**config.mk**
```make
export PLATFORM = sky130hd
export DESIGN_NAME = dec_cfg_loader_flat
export DESIGN_NICKNAME = d
export VERILOG_FILES = /design/src/rtl/dec_cfg_loader_if.sv /design/src/rtl/dec_cfg_loader.sv /design/src/flat_wrapper.sv
export SDC_FILE = /design/constraint.sdc
export NUM_CORES = 1
export LEC_CHECK = 0
export BUFFER_PORTS_ARGS = -buffer_cell sky130_fd_sc_hd__clkbuf_2
export CORE_UTILIZATION = 50
export DETAILED_ROUTE_END_ITERATION = 10
export PLACE_DENSITY = 0.83
export SLEW_MARGIN = 25
export SYNTH_ARGS = -nofsm -noshare
export SYNTH_HDL_FRONTEND = slang
export SYNTH_SLANG_ARGS = --single-unit
```
**constraint.sdc**
```tcl
create_clock -name clk -period 4.1 [get_ports clk]
set_input_delay 0 -clock clk [delete_from_list [all_inputs] [get_ports clk]]
set_output_delay 0 -clock clk [all_outputs]
set_load 0.02 [all_outputs]
```
**src/rtl/dec_cfg_loader_if.sv**
```systemverilog
// Boot-ROM, host write port and decoder config bus for dec_cfg_loader.
// master = the loader, slave = ROM / host / decoder side.
interface dec_cfg_loader_if #(
  parameter int ROM_AW = 5,
  parameter int CFG_AW = 8
);
  logic [ROM_AW-1:0] rom_addr;
  logic [15:0]       rom_data;
  logic              io_busy;
  logic              host_req;
  logic [CFG_AW-1:0] host_addr;
  logic [7:0]        host_wdata;
  logic              host_ack;
  logic              host_err;
  logic              cfg_we;
  logic [CFG_AW-1:0] cfg_addr;
  logic [7:0]        cfg_wdata;
  logic              boot_done;
  logic              boot_err;

  modport master (
    output rom_addr, host_ack, host_err, cfg_we, cfg_addr, cfg_wdata, boot_done, boot_err,
    input  rom_data, io_busy, host_req, host_addr, host_wdata
  );

  modport slave (
    input  rom_addr, host_ack, host_err, cfg_we, cfg_addr, cfg_wdata, boot_done, boot_err,
    output rom_data, io_busy, host_req, host_addr, host_wdata
  );
endinterface

```
**src/rtl/dec_cfg_loader.sv**
```systemverilog
// Streams the boot table onto the decoder config bus, then serves host writes.
// Optional DEC_CFG_LOADER_HOLDOFF_EN: stall config writes while io_busy is high.
module dec_cfg_loader #(
  parameter int                TABLE_DEPTH  = 13,
  parameter int                ROM_AW       = 5,
  parameter int                CFG_AW       = 8,
  parameter logic [CFG_AW-1:0] IRQ_CFG_BASE = 8'hC0,
  parameter logic [7:0]        END_MARK     = 8'hFF
) (
  input  logic             clk,
  input  logic             rst,
  dec_cfg_loader_if.master bus
);
  typedef enum logic [2:0] {FETCH, CHECK, WRITE, GAP, IDLE, HCHECK, REJECT} state_t;

  state_t            state_reg;
  logic [ROM_AW-1:0] rom_addr_reg;
  logic              cfg_we_reg;
  logic [CFG_AW-1:0] cfg_addr_reg;
  logic [7:0]        cfg_wdata_reg;
  logic              host_ack_reg;
  logic              host_err_reg;
  logic              boot_done_reg;
  logic              boot_err_reg;

  logic              holdoff;
  logic [7:0]        entry_addr;
  logic [7:0]        entry_data;
  logic              entry_irq;
  logic [ROM_AW:0]   idx_next;

`ifdef DEC_CFG_LOADER_HOLDOFF_EN
  assign holdoff = bus.io_busy;
`else
  logic unused_io_busy;
  assign holdoff        = 1'b0;
  assign unused_io_busy = bus.io_busy;
`endif

  assign entry_addr = bus.rom_data[15:8];
  assign entry_data = bus.rom_data[7:0];
  assign entry_irq  = (CFG_AW'(entry_addr) >= IRQ_CFG_BASE);
  // rom_addr doubles as the boot index; one extra bit so DEPTH == 2^ROM_AW still terminates
  assign idx_next   = {1'b0, rom_addr_reg} + (ROM_AW+1)'(1);

  always_ff @(posedge clk or posedge rst) begin
    if (rst) begin
      state_reg     <= FETCH;
      rom_addr_reg  <= '0;
      cfg_we_reg    <= 1'b0;
      cfg_addr_reg  <= '0;
      cfg_wdata_reg <= '0;
      host_ack_reg  <= 1'b0;
      host_err_reg  <= 1'b0;
      boot_done_reg <= 1'b0;
      boot_err_reg  <= 1'b0;
    end else begin
      cfg_we_reg   <= 1'b0;
      host_ack_reg <= 1'b0;
      host_err_reg <= 1'b0;
      case (state_reg)
        FETCH: state_reg <= CHECK;
        CHECK: begin
          if (entry_addr == END_MARK) begin
            boot_done_reg <= 1'b1;
            state_reg     <= IDLE;
          end else if (entry_irq) begin
            boot_err_reg <= 1'b1;
            state_reg    <= GAP;
          end else if (!holdoff) begin
            cfg_we_reg    <= 1'b1;
            cfg_addr_reg  <= CFG_AW'(entry_addr);
            cfg_wdata_reg <= entry_data;
            state_reg     <= WRITE;
          end
        end
        WRITE: begin
          // boot_done distinguishes a host transfer from a boot entry
          host_ack_reg <= boot_done_reg;
          state_reg    <= GAP;
        end
        GAP: begin
          if (boot_done_reg) begin
            state_reg <= IDLE;
          end else if (idx_next == (ROM_AW+1)'(TABLE_DEPTH)) begin
            boot_done_reg <= 1'b1;
            state_reg     <= IDLE;
          end else begin
            rom_addr_reg <= idx_next[ROM_AW-1:0];
            state_reg    <= FETCH;
          end
        end
        IDLE: begin
          if (bus.host_req) begin
            if (bus.host_addr >= IRQ_CFG_BASE) begin
              host_ack_reg <= 1'b1;
              host_err_reg <= 1'b1;
              state_reg    <= REJECT;
            end else begin
              cfg_addr_reg  <= bus.host_addr;
              cfg_wdata_reg <= bus.host_wdata;
              state_reg     <= HCHECK;
            end
          end
        end
        HCHECK: begin
          if (!holdoff) begin
            cfg_we_reg <= 1'b1;
            state_reg  <= WRITE;
          end
        end
        REJECT:  state_reg <= IDLE;
        default: state_reg <= FETCH;
      endcase
    end
  end

  assign bus.rom_addr  = rom_addr_reg;
  assign bus.cfg_we    = cfg_we_reg;
  assign bus.cfg_addr  = cfg_addr_reg;
  assign bus.cfg_wdata = cfg_wdata_reg;
  assign bus.host_ack  = host_ack_reg;
  assign bus.host_err  = host_err_reg;
  assign bus.boot_done = boot_done_reg;
  assign bus.boot_err  = boot_err_reg;
endmodule

```
**src/flat_wrapper.sv**
```systemverilog
// flat-port wrapper written by rule: the top's interface ports become plain ports
module dec_cfg_loader_flat 
#(
  parameter int                TABLE_DEPTH  = 13,
  parameter int                ROM_AW       = 5,
  parameter int                CFG_AW       = 8,
  parameter logic [CFG_AW-1:0] IRQ_CFG_BASE = 8'hC0,
  parameter logic [7:0]        END_MARK     = 8'hFF
)
  (clk, rst, bus_rom_addr, bus_host_ack, bus_host_err, bus_cfg_we, bus_cfg_addr, bus_cfg_wdata, bus_boot_done, bus_boot_err, bus_rom_data, bus_io_busy, bus_host_req, bus_host_addr, bus_host_wdata);
  dec_cfg_loader_if #(.ROM_AW(ROM_AW), .CFG_AW(CFG_AW)) bus_i ();
  input  logic clk;
  input  logic rst;
  output wire logic [$bits(bus_i.rom_addr)-1:0] bus_rom_addr;
  output wire logic [$bits(bus_i.host_ack)-1:0] bus_host_ack;
  output wire logic [$bits(bus_i.host_err)-1:0] bus_host_err;
  output wire logic [$bits(bus_i.cfg_we)-1:0] bus_cfg_we;
  output wire logic [$bits(bus_i.cfg_addr)-1:0] bus_cfg_addr;
  output wire logic [$bits(bus_i.cfg_wdata)-1:0] bus_cfg_wdata;
  output wire logic [$bits(bus_i.boot_done)-1:0] bus_boot_done;
  output wire logic [$bits(bus_i.boot_err)-1:0] bus_boot_err;
  input wire logic [$bits(bus_i.rom_data)-1:0] bus_rom_data;
  input wire logic [$bits(bus_i.io_busy)-1:0] bus_io_busy;
  input wire logic [$bits(bus_i.host_req)-1:0] bus_host_req;
  input wire logic [$bits(bus_i.host_addr)-1:0] bus_host_addr;
  input wire logic [$bits(bus_i.host_wdata)-1:0] bus_host_wdata;
  assign bus_rom_addr = bus_i.rom_addr;
  assign bus_host_ack = bus_i.host_ack;
  assign bus_host_err = bus_i.host_err;
  assign bus_cfg_we = bus_i.cfg_we;
  assign bus_cfg_addr = bus_i.cfg_addr;
  assign bus_cfg_wdata = bus_i.cfg_wdata;
  assign bus_boot_done = bus_i.boot_done;
  assign bus_boot_err = bus_i.boot_err;
  assign bus_i.rom_data = bus_rom_data;
  assign bus_i.io_busy = bus_io_busy;
  assign bus_i.host_req = bus_host_req;
  assign bus_i.host_addr = bus_host_addr;
  assign bus_i.host_wdata = bus_host_wdata;
  dec_cfg_loader #(.TABLE_DEPTH(TABLE_DEPTH), .ROM_AW(ROM_AW), .CFG_AW(CFG_AW), .IRQ_CFG_BASE(IRQ_CFG_BASE), .END_MARK(END_MARK)) u_core (.clk(clk), .rst(rst), .bus(bus_i));
endmodule
```
==> flow_metrics.env, run 1 <==
export IMPL_fin_area_sq_um=1980
export IMPL_syn_avg_cell_area_sq_um=10.8
export IMPL_endpoint_kind="flop"
export IMPL_worstSetupPathType="flop to flop"
export IMPL_cts_sinks=29
export IMPL_status="finished, final reports clean"
export IMPL_worstPathCellList="nand2b_4 -> nor2_4 -> mux2i_1 -> dlygate4sd3_1 -> a21oi_1"
export IMPL_arrival_ps=2390
export IMPL_antenna_left=0
export IMPL_slew_viol_final=0
export IMPL_power_share_switching=0.439
export IMPL_fmax_mhz=452
export IMPL_clk_latency_ps=320
export IMPL_dp_hpwl_microns=2330
export IMPL_n_fill_cell=217
export IMPL_slowest_stage="dlygate4sd3_1"
export IMPL_ys_seq_area_frac=0.498
export IMPL_routabilityCongestion=0.879
export IMPL_grt_pass1_vias=1318
export IMPL_synth_ff_latch_count=29
export IMPL_rows=19
export IMPL_finalCoreUtilization=0.719
export IMPL_numPortBuffers=60
export IMPL_gr_total_overflow=0
export IMPL_cp_num_buf_inv=1
export IMPL_holdWs_ps=2.69
export IMPL_p_switching_w=0.000595
export IMPL_slowest_delay_ps=570
export IMPL_hp_start="bus_host_addr[1]"
export IMPL_fin_skew_ps=6.47
export IMPL_p_leak_nw=0.959
export IMPL_r2r_end="u_core.bus.cfg_wdata[4]$_DFFE_PP0P_"
export IMPL_cts_tree="done"
export IMPL_dr_pass1_iters=4
export IMPL_reg2reg_from="u_core.state_reg[0]$_DFFE_PP0P_"
export IMPL_drive_gt1_frac=0.352
export IMPL_drt_wl_total_microns=3410
export IMPL_antenna_found_initial=0
export IMPL_comb_power_share=0.488
export IMPL_peakVddDrop_uv=598
export IMPL_synthCells=135
export IMPL_placed_cell_area_sq_um=1760
export IMPL_die_y_microns=56.0
export IMPL_fin_setup_tns_ps=0
export IMPL_min_to="u_core.bus.cfg_addr[1]$_DFFE_PP0P_"
export IMPL_yosysUniqueCellTypes=38
export IMPL_synthesis_area_sq_um=1460
export IMPL_rr_worst_depth=5
export IMPL_tightestPinTransition_ps=635
export IMPL_cap_violations=0
export IMPL_fp_dieW_microns=56.0
export IMPL_grt_first_pass_wirelength_microns=5560
export IMPL_num_vias=1326
export IMPL_place_ws_ps=2120
export IMPL_timing_final_ws_setup_ps=1890
export IMPL_initial_utilization=0.528
export IMPL_holdPathStages=3
export IMPL_p_clk_frac=0.126
export IMPL_core_area_sq_um=2760
export IMPL_nets=251
export IMPL_ctsResizeCount=0
export IMPL_required_ps=4280
export IMPL_period_needed_ps=2210
export IMPL_first_iter_violations=13
export IMPL_grtUsageTotal=0.233
export IMPL_via_per_inst=5.43
export IMPL_drc=0
export IMPL_max_clock_path_buffers=2
export IMPL_syn_nets=173
export IMPL_n_antenna_cell=0
export IMPL_crit_family="simple AND/OR/NAND/NOR gates"
export IMPL_slew_headroom=0.576
export IMPL_rsz0062_at_grt="no"
export IMPL_ys_warn_count=0
export IMPL_period_share=0.539
export IMPL_die_area_sq_um=3130
export IMPL_synthArstFlopShare=1.00
export IMPL_path_clk_slew_ps=90
export IMPL_worst_setup_path_start_kind="flop"
export IMPL_p_per_area_nw_per_um2=684
export IMPL_p_seq_frac=0.386
export IMPL_pin_count=62
export IMPL_cts_buffers=5
export IMPL_cts_htree_levels=2
export IMPL_grt_max_degree=33
export IMPL_cts_setup_buffers=0
export IMPL_hp_class="primary input to flop"
export IMPL_reg2reg_slack_ps=1890
export IMPL_synthFlopType="dfrtp_1"
export IMPL_hold_violations=0
export IMPL_wl_per_cell_microns=14.0
export IMPL_root_buffer="clkbuf_4"
export IMPL_final_setup_viol_count=0
export IMPL_p_int_w=0.000760
export IMPL_synth_edff_count=0
export IMPL_area_growth_pct=36.1
export IMPL_critPathMaxFanout=17
## synthesized netlist by cell type, types with 2 or more instances
master | instances | area share
dfrtp_1 | 29 | 0.50
nor2_1 | 18 | 0.046
mux2i_1 | 17 | 0.12
a21oi_1 | 16 | 0.055
inv_1 | 5 | 0.013
nand2_1 | 4 | 0.010
buf_2 | 3 | 0.010
nor2b_1 | 3 | 0.013
a211oi_1 | 2 | 0.010
a21bo_2 | 2 | 0.014
a21o_1 | 2 | 0.010
a22oi_1 | 2 | 0.010
ha_1 | 2 | 0.017
nand3_1 | 2 | 0.0069
nand4_1 | 2 | 0.0086
o21ai_1 | 2 | 0.0069
or4b_1 | 2 | 0.014
xnor2_1 | 2 | 0.012
## power groups by stage
stage	clock, W	combinational [W]	sequential [W]
2_1_floorplan	0	0.000337	0.000640
3_3_place_gp	0	0.000615	0.000516
3_5_place_dp	0	0.000641	0.000526
4_1_cts	0.000173	0.000658	0.000520
5_1_grt	0.000188	0.000728	0.000540
6_report	0.000171	0.000661	0.000523
## cells by family after synthesis
group / count (synthesis) / synth area share
AOI/OAI and AO/OA: 34 / 0.156
adders and majority gates: 2 / 0.0172
DFF: 29 / 0.498
muxes: 18 / 0.127
and+or+nand+nor: 39 / 0.147
buffers and inverters: 10 / 0.0361
xor gates and xnor gates: 3 / 0.0180
## worst register-to-register path, stage by stage, from the launching register on
cell	delay, ps
dfrtp_1	480
nand2b_4	200
nor2_4	500
mux2i_1	270
dlygate4sd3_1	570
a21oi_1	60
## layout by cell type (no fill, tap or decap), types with 2 or more instances in the layout
cell / n
clkbuf_4: 5
nand3_1: 2
nor2b_1: 3
inv_1: 4
xnor2_1: 2
a21o_1: 2
dfrtp_1: 29
clkbuf_2: 60
mux2i_1: 17
ha_1: 2
nor2_1: 18
a22oi_1: 2
nor2_4: 2
nand2_1: 4
or4b_1: 2
o21ai_1: 2
dlygate4sd3_1: 16
a21oi_1: 16
nand4_1: 2
a211oi_1: 2
a21bo_2: 2
## layout make-up
type | count | area, sq um | area share
tap | 31 | 38.8 | 0.0196
multi-input combinational | 96 | 683 | 0.345
timing repair buffer | 76 | 460 | 0.232
inverter | 5 | 18.8 | 0.00947
clock buffer | 7 | 55.1 | 0.0278
sequential | 29 | 726 | 0.366
## worst max path at each step
| stage | from | to | slack, ps | cells after the start |
|---|---|---|---|---|
| global route | u_core.state_reg[0]$_DFFE_PP0P_ | u_core.bus.cfg_wdata[4]$_DFFE_PP0P_ | 1770 | 5 |
| detailed placement | u_core.bus.rom_addr[0]$_DFFE_PP0P_ | u_core.bus.rom_addr[1]$_DFFE_PP0P_ | 2120 | 5 |
| finish | u_core.state_reg[0]$_DFFE_PP0P_ | u_core.bus.cfg_wdata[4]$_DFFE_PP0P_ | 1890 | 5 |
| global placement | u_core.bus.rom_addr[0]$_DFFE_PP0P_ | u_core.bus.rom_addr[1]$_DFFE_PP0P_ | 2180 | 5 |
| floorplan | u_core.bus.rom_addr[0]$_DFFE_PP0P_ | u_core.bus.rom_addr[1]$_DFFE_PP0P_ | 2130 | 5 |
| CTS | u_core.state_reg[0]$_DFFE_PP0P_ | u_core.bus.cfg_wdata[3]$_DFFE_PP0P_ | 1890 | 5 |
## stage by stage
stage                     total power (W)  std cells
after floorplan                  0.000977        135
after global placement            0.00113        221
after detailed placement          0.00117        221
after CTS                         0.00135        242
after global routing              0.00146        244
final                             0.00136        244
## routing by layer
layer | track usage | vias up | share of wire
li1 | - | 635 | -
met1 | 0.253 | 643 | 0.40
met2 | 0.417 | 42 | 0.52
met3 | 0.0744 | 6 | 0.057
met4 | 0.0941 | 0 | 0.017
met5 | 0 | - | 0
## repair_timing
action	4_1_cts	5_1_grt
hold endpoints to repair	39	2
endpoints found under the setup margin	0	0
hold buffers	14	2
(Power assumes the default switching activity.)
==> run 2, diff against run 1 <==
- CORE_UTILIZATION: 50 -> 47
- PLACE_DENSITY: 0.83 -> 0.79
- clock period: 4.1 -> 2.3 ns (I/O delays scaled with it)
==> run 2 against run 1 <==
  * Non-clock buffer count is 6 higher
  * Core utilization is 0.11 points lower
  * Via count is 2.1% higher
  * The flow now finishes with violations (DRC)
  * Global-route usage is 1.8 points higher
  * Sequential cell count stayed put
  * First-iteration DRC count grew to 4.2 times the previous value
  * Clock power is 110% higher
==> flow_metrics.env, run 2 (synthesized netlist as in run 1, its figures left out) <==
export IMPL_status="finished with violations"
export IMPL_violations="DRC"
export IMPL_die_area_sq_um=3330
export IMPL_p_leak_nw=0.996
export IMPL_area_growth_pct=40.5
export IMPL_fin_setup_tns_ps=0
export IMPL_antenna_found_initial=0
export IMPL_grt_first_pass_wirelength_microns=6150
export IMPL_dp_hpwl_microns=2400
export IMPL_fmax_mhz=457
export IMPL_crit_family="simple AND/OR/NAND/NOR gates"
export IMPL_worst_setup_path_start_kind="flop"
export IMPL_p_clk_frac=0.141
export IMPL_comb_power_share=0.486
export IMPL_n_fill_cell=213
export IMPL_endpoint_kind="flop"
export IMPL_hold_buffers=20
export IMPL_final_common_cell="clkbuf_2"
export IMPL_cts_tree="done"
export IMPL_cap_violations=0
export IMPL_p_switching_w=0.00108
export IMPL_root_buffer="clkbuf_4"
export IMPL_critPathMaxFanout=17
export IMPL_placed_cell_area_sq_um=1780
export IMPL_die_y_microns=57.7
export IMPL_fin_area_sq_um=2050
export IMPL_via_per_inst=5.39
export IMPL_grtUsageTotal=0.251
export IMPL_period_share=0.951
export IMPL_path_clk_slew_ps=90
export IMPL_cts_buffers=5
export IMPL_hold_violations=0
export IMPL_layout_common_cells="clkbuf_2 (60), dfrtp_1 (29), dlygate4sd3_1 (20)"
export IMPL_slew_headroom=0.592
export IMPL_period_needed_ps=2190
export IMPL_cts_setup_buffers=0
export IMPL_p_seq_frac=0.373
export IMPL_rsz0062_at_grt="no"
export IMPL_core_area_sq_um=2850
export IMPL_fin_skew_ps=8.79
export IMPL_first_iter_violations=54
export IMPL_n_antenna_cell=0
export IMPL_drive_gt1_frac=0.355
export IMPL_routabilityCongestion=0.839
export IMPL_fp_dieW_microns=57.7
export IMPL_gr_total_overflow=0
export IMPL_rows=19
export IMPL_dr_pass1_iters=9
export IMPL_pin_count=62
export IMPL_antenna_left=0
export IMPL_final_setup_viol_count=0
export IMPL_slowest_stage="dlygate4sd3_1"
export IMPL_max_clock_path_buffers=2
export IMPL_hp_class="primary input to flop"
export IMPL_p_int_w=0.00141
export IMPL_cp_num_buf_inv=1
export IMPL_required_ps=2500
export IMPL_finalCoreUtilization=0.718
export IMPL_clk_latency_ps=320
export IMPL_arrival_ps=2380
export IMPL_cts_sinks=29
export IMPL_worstSetupPathType="flop to flop"
export IMPL_wl_per_cell_microns=14.9
export IMPL_numPortBuffers=60
export IMPL_ctsResizeCount=0
export IMPL_power_total_w=0.00249
export IMPL_drt_wl_total_microns=3730
export IMPL_grt_max_degree=33
export IMPL_slew_viol_final=0
export IMPL_initial_utilization=0.511
export IMPL_p_per_area_nw_per_um2=1220
export IMPL_nets=257
export IMPL_holdWs_ps=12.6
export IMPL_worstPathCellList="nand2b_4 -> nor2_4 -> mux2i_1 -> dlygate4sd3_1 -> a21oi_1"
export IMPL_cts_htree_levels=2
export IMPL_tightestPinTransition_ps=610
export IMPL_drc=5
export IMPL_peakVddDrop_uv=785
export IMPL_num_vias=1354
export IMPL_power_share_switching=0.434
export IMPL_grt_pass1_vias=1450
export IMPL_slowest_delay_ps=560
run 2: cell type report:
| class | instances | area, sq um | area share |
|---|---|---|---|
| Inverter | 5 | 18.8 | 0.00917 |
| Sequential cell | 29 | 726 | 0.355 |
| Clock inverter | 1 | 5.00 | 0.00244 |
| Tap cell | 31 | 38.8 | 0.0189 |
| Multi-Input combinational cell | 96 | 678 | 0.331 |
| Timing Repair Buffer | 82 | 515 | 0.252 |
| Clock buffer | 7 | 65.1 | 0.0318 |
run 2: worst paths after layout:
kind	start	to	slack, ps	cells after the start
setup / recovery	u_core.state_reg[0]$_DFFE_PP0P_	u_core.bus.cfg_wdata[4]$_DFFE_PP0P_	110	5
hold / removal	bus_host_wdata[6]	u_core.bus.cfg_wdata[6]$_DFFE_PP0P_	10	3
setup reg to reg	u_core.state_reg[0]$_DFFE_PP0P_	u_core.bus.cfg_wdata[4]$_DFFE_PP0P_	110	5
hold reg to reg	u_core.bus.boot_err$_DFFE_PP0P_	u_core.bus.boot_err$_DFFE_PP0P_	480	1
max in group asynchronous	rst	u_core.bus.cfg_wdata[7]$_DFFE_PP0P_	1770	4
min in group asynchronous	rst	u_core.bus.rom_addr[4]$_DFFE_PP0P_	250	4
run 2: tightest hold or removal path, delay by kind of cell:
family / cells / cell delay (ps)
compound gates: 1 / 140
buf+inv: 1 / 80
mux: 1 / 70
run 2: metrics by stage:
| step | std cells | setup slack, ps |
|---|---|---|
| after floorplan | 135 | 334 |
| after global placement | 223 | 404 |
| after detailed placement | 223 | 343 |
| after CTS | 251 | 129 |
| after global routing | 251 | 25.6 |
| final | 251 | 112 |
run 2: routing by layer:
metal  vias to the layer above  global-route usage  routed length [microns]
li1                        654                   -                        -
met1                       631               0.260                     1410
met2                        57               0.445                     2000
met3                        12              0.0625                      215
met4                         0               0.177                      104
met5                         -                   0                        0
run 2: power groups by stage:
stage                     clock [W]  combinational [W]  sequential, W
after floorplan                   0           0.000600        0.00114
after global placement            0            0.00111       0.000918
after detailed placement          0            0.00115       0.000938
after CTS                  0.000363            0.00121       0.000927
after global routing       0.000381            0.00132       0.000962
final                      0.000351            0.00121       0.000930
==> run 3, diff against run 2 <==
- BUFFER_PORTS_ARGS: -buffer_cell sky130_fd_sc_hd__clkbuf_2 -> -buffer_cell sky130_fd_sc_hd__buf_2
- CORE_UTILIZATION: 47 -> 49
- CTS_BUF_LIST: not set -> sky130_fd_sc_hd__clkbuf_4 sky130_fd_sc_hd__clkbuf_8
- PLACE_DENSITY: 0.79 -> 0.82
==> run 3 against run 2 <==
  * The flow now finishes without violations
  * Combinational power rose by 3%
  * Setup slack better by 230 ps
  * Core utilization up 1.3 points
  * Clock-buffer cell count unchanged
  * Total power decreased by 0.33%
  * Critical path type unchanged
  * Critical path depth unchanged
  * Wire length down 7.9%
  * Largest power group unchanged
==> flow_metrics.env, run 3 (synthesized netlist as in run 1, its figures left out) <==
export IMPL_status="finished, final reports clean"
export IMPL_die_area_sq_um=3190
export IMPL_wl_per_cell_microns=13.7
export IMPL_arrival_ps=2160
export IMPL_rsz0062_at_grt="no"
export IMPL_cts_tree="done"
export IMPL_period_share=0.852
export IMPL_p_per_area_nw_per_um2=1220
export IMPL_grt_first_pass_wirelength_microns=5640
export IMPL_root_buffer="clkbuf_4"
export IMPL_tightestPinTransition_ps=366
export IMPL_n_antenna_cell=0
export IMPL_final_setup_viol_count=0
export IMPL_required_ps=2500
export IMPL_fp_dieW_microns=56.5
export IMPL_initial_utilization=0.524
export IMPL_clk_latency_ps=310
export IMPL_fmax_mhz=510
export IMPL_rows=19
export IMPL_hold_violations=0
export IMPL_drt_wl_total_microns=3440
export IMPL_core_area_sq_um=2780
export IMPL_drive_gt1_frac=0.384
export IMPL_dp_hpwl_microns=2400
export IMPL_num_vias=1310
export IMPL_routabilityCongestion=0.845
export IMPL_cts_sinks=29
export IMPL_cts_buffers=5
export IMPL_path_clk_slew_ps=80
export IMPL_numPortBuffers=60
export IMPL_antenna_left=0
export IMPL_max_clock_path_buffers=2
export IMPL_via_per_inst=5.24
export IMPL_nets=257
export IMPL_layout_common_cells="buf_2 (60), dfrtp_1 (29), nor2_1 (18)"
export IMPL_hp_class="primary input to flop"
export IMPL_multi_input_area_sq_um=678
export IMPL_worst_setup_path_start_kind="flop"
export IMPL_p_leak_nw=0.987
export IMPL_endpoint_kind="flop"
export IMPL_ctsResizeCount=0
export IMPL_worstSetupPathType="flop to flop"
export IMPL_critPathMaxFanout=6
export IMPL_slew_viol_final=0
export IMPL_worstPathCellList="ha_1 -> or4b_1 -> o21ai_1 -> a31o_4 -> mux2_4"
export IMPL_register_area_sq_um=726
export IMPL_slowest_delay_ps=510
export IMPL_gr_total_overflow=0
export IMPL_slew_headroom=0.756
export IMPL_grt_max_degree=33
export IMPL_slowest_stage="or4b_1"
export IMPL_area_growth_pct=39.4
export IMPL_cap_violations=0
export IMPL_first_iter_violations=21
export IMPL_fin_cells=250
export IMPL_cts_htree_levels=2
export IMPL_cp_num_buf_inv=0
export IMPL_die_y_microns=56.5
export IMPL_antenna_found_initial=0
export IMPL_crit_family="simple AND/OR/NAND/NOR gates"
export IMPL_fin_skew_ps=7.13
export IMPL_dpl_cell_count=223
export IMPL_fin_setup_tns_ps=0
export IMPL_grtUsageTotal=0.231
export IMPL_n_fill_cell=200
export IMPL_pin_count=62
export IMPL_dr_pass1_iters=4
export IMPL_peakVddDrop_uv=892
export IMPL_grt_pass1_vias=1320
export IMPL_final_common_cell="buf_2"
export IMPL_period_needed_ps=1960
export IMPL_drc=0
run 3: changes by cell type in the layout (fill, tap and decap cells not counted):
cell	delta
buf_12	+1
buf_2	+60
buf_4	+6
clkbuf_2	-60
clkbuf_4	+1
clkbuf_8	-1
clkinv_2	-1
dlygate4sd3_1	-7
run 3: tightest hold or removal path, delay by kind of cell:
| kind | cells | cell delay [ps] |
|---|---|---|
| AO/OA/AOI/OAI | 1 | 140 |
| multiplexers | 1 | 60 |
| buffers and inverters | 1 | 80 |
run 3: path summary, 6_finish.rpt:
| path | start | to | slack (ps) | depth (start not counted) |
|---|---|---|---|---|
| max in group asynchronous | rst | u_core.bus.cfg_wdata[1]$_DFFE_PP0P_ | 1740 | 4 |
| max | u_core.bus.rom_addr[0]$_DFFE_PP0P_ | u_core.bus.rom_addr[1]$_DFFE_PP0P_ | 340 | 5 |
| min in group asynchronous | rst | u_core.state_reg[1]$_DFFE_PP0P_ | 290 | 4 |
| min reg2reg | u_core.bus.boot_err$_DFFE_PP0P_ | u_core.bus.boot_err$_DFFE_PP0P_ | 470 | 1 |
| min | bus_rom_data[2] | u_core.bus.cfg_wdata[2]$_DFFE_PP0P_ | 10 | 3 |
| max reg2reg | u_core.bus.rom_addr[0]$_DFFE_PP0P_ | u_core.bus.rom_addr[1]$_DFFE_PP0P_ | 340 | 5 |
run 3: metal layers:
metal / GRT usage / up-vias / part of all wire
met5: 0 / - / 0
met4: 0.108 / 0 / 0.024
met3: 0.0576 / 9 / 0.045
met2: 0.408 / 40 / 0.51
met1: 0.259 / 615 / 0.42
li1: - / 646 / -
run 3: what timing repair did:
action / 4_1_cts / 5_1_grt
setup endpoints to repair: 0 / 2
hold buffers: 13 / 0
buffers inserted: 0 / 7
endpoints found under the hold margin: 36 / 0
run 3: final cells by class:
class | count | share of cell area
Clock buffer | 7 | 0.0290
Sequential cell | 29 | 0.357
Timing Repair Buffer | 82 | 0.251
Multi-Input combinational cell | 96 | 0.334
Tap cell | 31 | 0.0191
Inverter | 5 | 0.00924
run 3: through the flow:
step                instance area [sq um]  total power [W]   util  hold WS, ps  setup WS (ps)
floorplan                            1460          0.00174      -         78.1            334
global placement                     1780          0.00203  0.639         79.0            407
detailed placement                   1780          0.00208  0.639         81.5            345
CTS                                  1970          0.00244  0.707         2.87            134
global route                         2030          0.00267  0.730         13.2            259
finish                               2030          0.00248  0.730         12.5            340
run 3: report_power, final:
| group | total (W) | switching (W) | internal (W) |
|---|---|---|---|
| logic | 0.00125 | 0.000710 | 0.000539 |
| clock network | 0.000314 | 0.000158 | 0.000156 |
| registers | 0.000920 | 0.000185 | 0.000735 |
